`config.mk`:
```
export PLATFORM = sky130hd
export DESIGN_NAME = decode_operand_stage
export DESIGN_NICKNAME = d
export VERILOG_FILES = /design/src/rtl/decode_operand_stage.sv
export SDC_FILE = /design/constraint.sdc
export NUM_CORES = 1
export LEC_CHECK = 0
export CORE_AREA = 2 2 186 188
export CTS_CLUSTER_DIAMETER = 100
export DETAILED_ROUTE_END_ITERATION = 7
export DIE_AREA = 0 0 188 190
export GPL_TIMING_DRIVEN = 0
export PLACE_DENSITY_LB_ADDON = 0.12
export SYNTH_ARGS = -nofsm -noshare
export SYNTH_HDL_FRONTEND = slang
export SYNTH_SLANG_ARGS = --single-unit
```
`constraint.sdc`:
```
create_clock -name clk -period 2.7 [get_ports clk]
set_input_delay 0.27 -clock clk [delete_from_list [all_inputs] [get_ports clk]]
set_output_delay 0.27 -clock clk [all_outputs]
set_load 0.01 [all_outputs]
```
`src/rtl/decode_operand_stage.sv`:
```
// D-stage operand resolver and D/E pipeline register.
// Resolves rs/rt from the register-file read data with E/M/W forwarding,
// raises a combinational stall on Tuse/Tnew hazards, and captures the
// resolved instruction into the E-stage register (bubble on stall/flush).
module decode_operand_stage #(
  parameter int DW = 32,
  parameter int TW = 2
) (
  input  logic          clk,
  input  logic          reset,
  input  logic          D_valid,
  input  logic [31:0]   D_PC,
  input  logic [4:0]    D_rs,
  input  logic [4:0]    D_rt,
  input  logic [TW-1:0] D_rs_tuse,
  input  logic [TW-1:0] D_rt_tuse,
  input  logic [4:0]    D_A3,
  input  logic [TW-1:0] D_tnew,
  input  logic [DW-1:0] D_imm,
  input  logic [DW-1:0] R1,
  input  logic [DW-1:0] R2,
  input  logic [DW-1:0] E_WD,
  input  logic [4:0]    M_A3,
  input  logic [TW-1:0] M_tnew,
  input  logic [DW-1:0] M_WD,
  input  logic [4:0]    W_A3,
  input  logic          W_WE,
  input  logic [DW-1:0] W_WD,
  input  logic          flush,
  output logic          stall,
  output logic [DW-1:0] D_rs_fwd,
  output logic [DW-1:0] D_rt_fwd,
  output logic          E_valid,
  output logic [31:0]   E_PC,
  output logic [4:0]    E_rs,
  output logic [4:0]    E_rt,
  output logic [4:0]    E_A3,
  output logic [TW-1:0] E_tnew,
  output logic [DW-1:0] E_rs_val,
  output logic [DW-1:0] E_rt_val,
  output logic [DW-1:0] E_imm
);

  localparam logic [TW-1:0] TUSE_NONE = TW'(3);

  logic          e_valid_q, e_valid_d;
  logic [31:0]   e_pc_q, e_pc_d;
  logic [4:0]    e_rs_q, e_rs_d;
  logic [4:0]    e_rt_q, e_rt_d;
  logic [4:0]    e_a3_q, e_a3_d;
  logic [TW-1:0] e_tnew_q, e_tnew_d;
  logic [DW-1:0] e_rs_val_q, e_rs_val_d;
  logic [DW-1:0] e_rt_val_q, e_rt_val_d;
  logic [DW-1:0] e_imm_q, e_imm_d;

  logic          stall_rs, stall_rt;

  // Forwarding priority: $zero, then youngest producer (E), M, W, register file.
  // A nonzero source can never match a destination of 0, so no A3!=0 test is needed.
  function automatic logic [DW-1:0] resolve(input logic [4:0] s, input logic [DW-1:0] raw);
    logic [DW-1:0] r;
    if (s == 5'd0)                                        r = '0;
    else if (s == e_a3_q && e_valid_q && e_tnew_q == '0)  r = E_WD;
    else if (s == M_A3 && M_tnew == '0)                   r = M_WD;
    else if (s == W_A3 && W_WE)                           r = W_WD;
    else                                                  r = raw;
    return r;
  endfunction

  // A source stalls when a pending producer cannot deliver by its use time.
  function automatic logic hazard(input logic [4:0] s, input logic [TW-1:0] tuse);
    logic h;
    if (s == 5'd0 || tuse == TUSE_NONE) h = 1'b0;
    else h = (s == e_a3_q && e_valid_q && e_tnew_q > tuse) ||
             (s == M_A3 && M_tnew > tuse);
    return h;
  endfunction

  // Combinational operand resolution and stall generation.
  always_comb begin
    D_rs_fwd = resolve(D_rs, R1);
    D_rt_fwd = resolve(D_rt, R2);
    stall_rs = hazard(D_rs, D_rs_tuse);
    stall_rt = hazard(D_rt, D_rt_tuse);
    stall    = D_valid && (stall_rs || stall_rt);
  end

  // Next E-stage contents: bubble by default, D-stage instruction when advancing.
  always_comb begin
    e_valid_d  = 1'b0;
    e_pc_d     = '0;
    e_rs_d     = '0;
    e_rt_d     = '0;
    e_a3_d     = '0;
    e_tnew_d   = '0;
    e_rs_val_d = '0;
    e_rt_val_d = '0;
    e_imm_d    = '0;
    if (!(flush || stall)) begin
      e_valid_d  = D_valid;
      e_pc_d     = D_PC;
      e_rs_d     = D_rs;
      e_rt_d     = D_rt;
      e_a3_d     = D_A3;
      e_tnew_d   = D_tnew;
      e_rs_val_d = D_rs_fwd;
      e_rt_val_d = D_rt_fwd;
      e_imm_d    = D_imm;
    end
  end

  // D/E pipeline register with synchronous active-low clear.
  always_ff @(posedge clk) begin
    if (!reset) begin
      e_valid_q  <= 1'b0;
      e_pc_q     <= '0;
      e_rs_q     <= '0;
      e_rt_q     <= '0;
      e_a3_q     <= '0;
      e_tnew_q   <= '0;
      e_rs_val_q <= '0;
      e_rt_val_q <= '0;
      e_imm_q    <= '0;
    end else begin
      e_valid_q  <= e_valid_d;
      e_pc_q     <= e_pc_d;
      e_rs_q     <= e_rs_d;
      e_rt_q     <= e_rt_d;
      e_a3_q     <= e_a3_d;
      e_tnew_q   <= e_tnew_d;
      e_rs_val_q <= e_rs_val_d;
      e_rt_val_q <= e_rt_val_d;
      e_imm_q    <= e_imm_d;
    end
  end

  assign E_valid  = e_valid_q;
  assign E_PC     = e_pc_q;
  assign E_rs     = e_rs_q;
  assign E_rt     = e_rt_q;
  assign E_A3     = e_a3_q;
  assign E_tnew   = e_tnew_q;
  assign E_rs_val = e_rs_val_q;
  assign E_rt_val = e_rt_val_q;
  assign E_imm    = e_imm_q;

endmodule

```
; ---- Word level (Yosys, flattened, before mapping)
; Cells that the tools add are included.
[totals]
reg_bits = 146
output_inout_bits = 211
elab_cells = 56
inputBits = 262
[classes]
mux = 10
bitwise = 1
eq_ne = 8
order_cmp = 4
reduce_logical = 24
[op_table]
columns = op, count
row1 = two-way mux 32 bit, 8
row2 = == test 5 bit, 6
row3 = logical AND 1 bit, 13
row4 = logical NOT 5 bit, 2
row5 = greater-than comparator 2 bit, 4
row6 = logical OR 1 bit, 6
row7 = == test 2 bit (second input constant), 2
row8 = logical NOT 2 bit, 2
row9 = two-way mux 1 bit, 2
row10 = OR reduction 2 bit, 1
row11 = NOT 1 bit, 1

; ---- Longest topological paths before layout
; Gate-level depths: netlist of run 1.
[depth]
ltp_word = 9
mapped_depth = 11
ltp_nobuf = 9

; ---- Worst setup path after synthesis of run 1
; No wires, ideal clock.
[synth_path]
kind = input to output
start = in W_A3[2]
end = out D_rt_fwd[22]
path_slack_ns = 0.567
required_ns = 2.430
cell_stages = 8
t_arrival_ns = 1.863
path_cell_list = xnor2_1 -> nand4_1 -> or3_1 -> clkbuf_1 -> clkbuf_1 -> a211oi_1 -> a2bb2oi_1 -> nor2_1
[synth_between]
elab_chain_len = 6
[synth_lines]
columns = element, line_no
row1 = start: declaration, 26  ; input logic [4:0] W_A3,
row2 = == test 5 bit, 65  ; else if (s == W_A3 && W_WE) r = W_WD;
row3 = logical AND 1 bit, 65
row4 = two-way mux 32 bit, 65
row5 = two-way mux 32 bit, 64  ; else if (s == M_A3 && M_tnew == '0) r = M_WD;
row6 = two-way mux 32 bit, 63  ; else if (s == e_a3_q && e_valid_q && e_tnew_q == '0) r = E_WD;
row7 = two-way mux 32 bit, 62  ; if (s == 5'd0) r = '0;
row8 = end: declaration, 32  ; output logic [DW-1:0] D_rt_fwd,
; Every way passes these cells.

; ---- Worst setup path after layout of run 1
[layout_path]
start = reg e_a3_q[2], in the netlist E_A3[2]
end = out D_rs_fwd[7]
[layout_between]
elab_chain_len = 5
[layout_lines]
columns = element, line_no
row1 = start: declaration, 50  ; logic [4:0] e_a3_q, e_a3_d;
row2 = start signal: assignment, 119  ; e_a3_q <= '0;
row3 = start signal: assignment, 129  ; e_a3_q <= e_a3_d;
row4 = == test 5 bit, 63
row5 = logical AND 1 bit (2 in a row), 63
row6 = two-way mux 32 bit, 63
row7 = two-way mux 32 bit, 62
row8 = end: declaration, 31  ; output logic [DW-1:0] D_rs_fwd,
; Every way passes these cells.

==> flow_summary.ini, run 1 <==
[synth]
ys.flop_type = dfxtp_1
synth_seq_cells = 146
synth-async-reset-ratio = 0
syn_inst = 830
synth_seq_area_share = 0.4020
synth_edf_count = 0
yosys_warnings = 0
syn_area_per_cell_um2 = 8.760
syn_area_mm2 = 0.007271
yosysUniqueCellTypes = 34
syn_nets = 1100

[route]
first_pass_iters = 5
drtIter0Drc = 463
vias_per_cell = 4.905
wl_per_cell_um = 22.91
vias = 9304
drtAntennaViolNets = 0
totalWireLength_um = 43460
drc = 0

[finish]
layout_common_cells = clkdlybuf4s50_1 (391), dfxtp_1 (139), buf_4 (98)
finalNonFillerCells = 1897
fillerInstances = 3294
seq_area_mm2 = 0.002942
final_nets = 1697
area_growth_pct = 111.7
drive_gt1_frac = 0.3708
final_common_cell = clkdlybuf4s50_1
multi_input_area_mm2 = 0.005166
final_core_util = 0.4535

[global_routing]
grt_pass1_vias = 9641
antenna_found_initial = 5
grt_max_degree = 17
overflow = 0
grt_pass1_wl_um = 62350
gr-usage-all-layers = 0.2362

[place]
port_buffers = 471
place_inst = 1757
hpwlAfterDp_um = 31770
gp_congestion = 0.8680

[power]
leakage_nw = 6.153
p_per_area_mw_per_mm2 = 430.1
p_total_mw = 6.622
ir_drop_mv = 0.4447

[floorplanning]
rows = 68
fp.dieW_um = 188
core_region_area_mm2 = 0.03395
start_util = 0.2142
dieArea_mm2 = 0.03572
fp.dieH_um = 190
num_io_pins = 473

[critical_path]
critPathKind = register to output port
reg2reg_depth = 11
regToRegStartpoint = E_tnew[1]$_SDFF_PP0_
worst_setup_path_start_kind = register
reg2reg_to = E_rt_val[27]$_SDFF_PP0_
crit_path_end_kind = output port
rrSetupSlack_ps = 260
arrival_ps = 2500
cp.required_ps = 2430
cp_max_fo = 8

[timing]
worst_pin_slew_ps = 968.3
post-route-min-period_ps = 2775
finClkSkew_ps = 10.21
period_share = 1.028
setup_viol = 17
slew_violations = 0
fmaxAchievable_mhz = 360.4
grt_setup_unrepaired = yes
relSlewSlack = 0.3545
fin_ws_ps = -74.81
hold_violations = 0

[clock_network]
cts_buffers = 17
htreeDepth = 4
clk_latency_ps = 450
cts_tree = yes
clockBufferDepth = 2
cts-root-buf = clkbuf_16
cts_sinks = 146
holdBufCountCts = 0
cts.reportedPaths.clkPinSlew_ps = 60

[min_path]
min_to = E_rs[3]$_SDFF_PP0_
worstHoldPathCells = 2
holdCritPathClass = input pin to register
hp-start = D_rs[3]

[status]
status = finished with violations
failed_checks = negative setup slack

[job]
cap_violations = 0
## worst max-delay path by stage
stage,from,end,cells past startpoint
after floorplan,W_A3[2],D_rt_fwd[22],8
after global placement,D_rs[0],D_rs_fwd[25],8
after detailed placement,D_rt[0],D_rt_fwd[31],8
after CTS,E_A3[4]$_SDFF_PP0_,D_rs_fwd[31],9
after global routing,E_tnew[0]$_SDFF_PP0_,D_rs_fwd[7],9
final,E_A3[2]$_SDFF_PP0_,D_rs_fwd[7],8
## metal layers
layer  routed length [um]  part of all wire  track usage
met2                21300              0.49       0.4095
met4                 1338             0.031      0.08995
met5                   34           0.00078            0
met1                16840              0.39       0.2676
met3                 3949             0.091      0.08043
## critical path, stage by stage (launching register included)
cell	delay [ps]
dfxtp_4	370
xor2_4	200
or4_4	680
clkbuf_16	220
buf_6	110
o21ai_2	60
a2bb2oi_2	180
nor2_1	70
buf_2	160
## timing repair
| item | in CTS | in global routing |
|---|---|---|
| gates resized for setup | 520 | 182 |
| setup buffers | 70 | 32 |
| pin swaps | 47 | 41 |
| gates cloned | 4 | 3 |
| setup endpoints to repair | 126 | 115 |
## final cells by class
| cell class | instances | area share |
|---|---|---|
| Antenna cell | 2 | 0.0003251 |
| Inverter | 6 | 0.001625 |
| Multi-Input combinational cell | 585 | 0.3356 |
| Buffer | 90 | 0.04470 |
| Sequential cell | 146 | 0.1911 |
| Clock buffer | 19 | 0.02877 |
| Tap cell | 455 | 0.03698 |
| Timing Repair Buffer | 581 | 0.3482 |
| Clock inverter | 13 | 0.01276 |
## registers in the layout (all words and copies together) (netlist names)
name      cells
E_rt_val     32
E_PC         32
E_imm        32
E_tnew        2
E_valid       1
E_rs          5
E_rs_val     32
E_A3          5
E_rt          5
## Yosys cell counts (all sizes together) (8+ instances only)
| cell type | number | share of area |
|---|---|---|
| clkbuf | 83 | 0.043 |
| a2bb2oi | 64 | 0.077 |
| nor3 | 65 | 0.045 |
| a211oi | 64 | 0.066 |
| ha | 8 | 0.014 |
| and3 | 82 | 0.071 |
| nand2 | 39 | 0.020 |
| dfxtp | 146 | 0.40 |
| xnor2 | 27 | 0.033 |
| nor4 | 65 | 0.099 |
| o21ai | 65 | 0.045 |
| buf | 10 | 0.012 |
| nor2 | 70 | 0.036 |
## logic make-up (layout without fill, tap and decap cells)
logic type               after synthesis  in the layout  synth area share
AND/OR/NAND/NOR                      344            344            0.2905
other                                  0              2                 0
XOR/XNOR                              30             30           0.03614
AO/OA/AOI/OAI                        203            203            0.2000
adder cells (fa/ha/maj)                8              8           0.01377
flip-flops                           146            146            0.4020
buffers and inverters                 99            709           0.05765
## where the power goes
part	switching [mW]	total, mW	internal [mW]
clock	1.05	2.65	1.59
sequential	0.0344	2.28	2.25
combinational	0.750	1.69	0.944
## per-stage QoR
stage | setup TNS [ps] | setup slack, ps | cell area (um^2) | hold slack (ps)
floorplan | 0 | 567.3 | 7271 | 395.4
global placement | -184590 | -1882 | 12550 | 844.0
detailed placement | -148360 | -1573 | 12570 | 844.5
CTS | -3090 | -133.2 | 14820 | 241.6
global route | -2962 | -146.2 | 15390 | 180.9
finish | -582.7 | -74.81 | 15390 | 192.7
Power figures use the tool's default switching activity.
==> run 2: changes to the inputs <==
--- a/config.mk
+++ b/config.mk
@@ -5,12 +5,13 @@
 export SDC_FILE = /design/constraint.sdc
 export NUM_CORES = 1
 export LEC_CHECK = 0
+export ABC_CLOCK_PERIOD_IN_PS = 2700
 export CORE_AREA = 2 2 186 188
 export CTS_CLUSTER_DIAMETER = 100
 export DETAILED_ROUTE_END_ITERATION = 7
 export DIE_AREA = 0 0 188 190
 export GPL_TIMING_DRIVEN = 0
-export PLACE_DENSITY_LB_ADDON = 0.12
+export PLACE_DENSITY_LB_ADDON = 0.05
 export SYNTH_ARGS = -nofsm -noshare
 export SYNTH_HDL_FRONTEND = slang
 export SYNTH_SLANG_ARGS = --single-unit
==> run 2 against run 1 <==
  * The flow still finishes with violations (negative setup slack)
  * Sequential share of layout area increased by 0.14 points
  * Sequential power about the same
  * Count of clock-buffer cells in the layout rose by 1
  * Global-route usage shrank 0.35 points
  * Core utilization is 0.34 points lower
  * Register-to-register slack better by 40 ps
  * Setup slack better by 43 ps
  * Wire length is 1.0% lower
  * Non-clock buffer count shrank 20
  * Final cell count down 0.90%
  * Worst hold slack worse by 16 ps
  * Via count decreased by 3.7%
  * Largest cell class unchanged
==> flow_summary.ini, run 2 (synthesized netlist as in run 1, its figures left out) <==
[clock_network]
cts_tree = yes
clockBufferDepth = 2
holdBufCountCts = 0
cts.reportedPaths.clkPinSlew_ps = 70
cts_sinks = 146
cts-root-buf = clkbuf_16
clk_latency_ps = 450
cts_buffers = 17
htreeDepth = 4

[global_routing]
gr-usage-all-layers = 0.2326
antenna_found_initial = 11
grt_pass1_wl_um = 61400
overflow = 0
grt_max_degree = 17
grt_pass1_vias = 9533

[power]
leakage_nw = 6.089
swShare = 0.2932
p_int_mw = 4.469
power_frac_clock = 0.371
ir_drop_mv = 0.4318
switchingPower_mw = 1.854
p_per_area_mw_per_mm2 = 413.8
pwr-share-comb = 0.268
power_frac_seq = 0.361

[critical_path]
critPathKind = register to output port
cp_max_fo = 8
cp.required_ps = 2430
worst_setup_path_start_kind = register
crit_path_start = E_A3[2]$_SDFF_PP0_
regToRegStartpoint = E_tnew[1]$_SDFF_PP0_
crit_path_end_kind = output port
arrival_ps = 2460

[finish]
layout_common_cells = clkdlybuf4s50_1 (389), dfxtp_1 (139), buf_4 (84)
drive_gt1_frac = 0.3465
seq_area_mm2 = 0.002942
final_common_cell = clkdlybuf4s50_1
multi_input_area_mm2 = 0.005303
final_core_util = 0.4501
fillerInstances = 3378
finalNonFillerCells = 1880
final_nets = 1677
area_growth_pct = 110.2

[route]
totalWireLength_um = 43020
wl_per_cell_um = 22.88
vias_per_cell = 4.768
drc = 0
first_pass_iters = 4
drtIter0Drc = 304
vias = 8963
drtAntennaViolNets = 0

[timing]
hold_violations = 0
post-route-min-period_ps = 2732
relSlewSlack = 0.3465
period_share = 1.012
fin_ws_ps = -31.79
worst_pin_slew_ps = 980.2
setup_viol = 8
finClkSkew_ps = 14.77
fmaxAchievable_mhz = 366.1
slew_violations = 0
grt_setup_unrepaired = yes

[place]
gp_congestion = 0.7830
post-place-ws_ps = -1401
port_buffers = 471
hpwlAfterDp_um = 31160
place_inst = 1757

[floorplanning]
start_util = 0.2142
fp.dieH_um = 190
fp.dieW_um = 188
rows = 68
dieArea_mm2 = 0.03572
core_region_area_mm2 = 0.03395
num_io_pins = 473

[min_path]
hp-start = D_rt[2]
holdCritPathClass = input pin to register

[job]
cap_violations = 0

[status]
status = finished with violations
failed_checks = negative setup slack
## run 2: changes by cell type in the layout (fill, tap and decap cells not counted), sizes merged
cell | before | now
inv | 11 | 13
clkinvlp | 0 | 1
clkdlybuf4s50 | 391 | 389
clkbuf | 122 | 109
dlygate4sd2 | 6 | 7
bufinv | 4 | 0
diode | 2 | 5
buf | 163 | 155
dlymetal6s2s | 0 | 1
clkdlybuf4s15 | 8 | 10
## run 2: metrics by stage
stage | power [mW] | hold WS [ps] | instance area (um^2) | setup TNS (ps)
floorplan | 2.846 | 395.4 | 7271 | 0
global placement | 3.770 | 844.0 | 12550 | -154920
detailed placement | 3.772 | 844.5 | 12560 | -138720
CTS | 6.328 | 253.4 | 14800 | -2898
global route | 6.594 | 164.7 | 15280 | -1651
finish | 6.323 | 176.9 | 15280 | -92.36
## run 2: final cells by class
type	instances	share of cell area
inverters	6	0.001474
clock buffers	20	0.02989
diodes	5	0.0008189
clock inverters	12	0.007452
well taps	455	0.03726
plain buffers	91	0.04594
multi-input cells	585	0.3470
flip-flops and latches	146	0.1925
repair buffers	560	0.3376
## run 2: power by group through the flow
stage,Clock (mW),Sequential [mW],Combinational [mW]
floorplan,0,2.38,0.469
global placement,0,2.33,1.44
detailed placement,0,2.33,1.44
CTS,2.42,2.28,1.63
global route,2.51,2.29,1.80
finish,2.35,2.28,1.70
## run 2: worst paths after layout
path	to	slack, ps	cells past startpoint
worst max-delay path	D_rs_fwd[0]	-30	6
worst min-delay path	E_rt[2]$_SDFF_PP0_	180	2
worst max register to register	E_rs_val[8]$_SDFF_PP0_	300	11
worst min register to register	E_valid$_SDFF_PP0_	1010	4
## run 2: critical path, stage by stage, from the launching register on
cell and delay (ps):
dfxtp_4 380, xor2_4 200, or4_4 680, o21ai_0 170, a2bb2oi_2 220, nor2_1 60
dlygate4sd2_1 300
## run 2: routing by layer
layer,global-route usage,vias to the layer above,wire [um]
li1,-,4218,-
met1,0.2786,4308,18030
met2,0.3989,357,21040
met3,0.06143,72,2708
met4,0.08692,8,1199
met5,0,-,46
## run 2: timing repair
item,4_1_cts,5_1_grt
pin swaps,56,37
setup endpoints to repair,126,65
gates cloned,6,0
buffers inserted,59,23
resized for setup,542,161
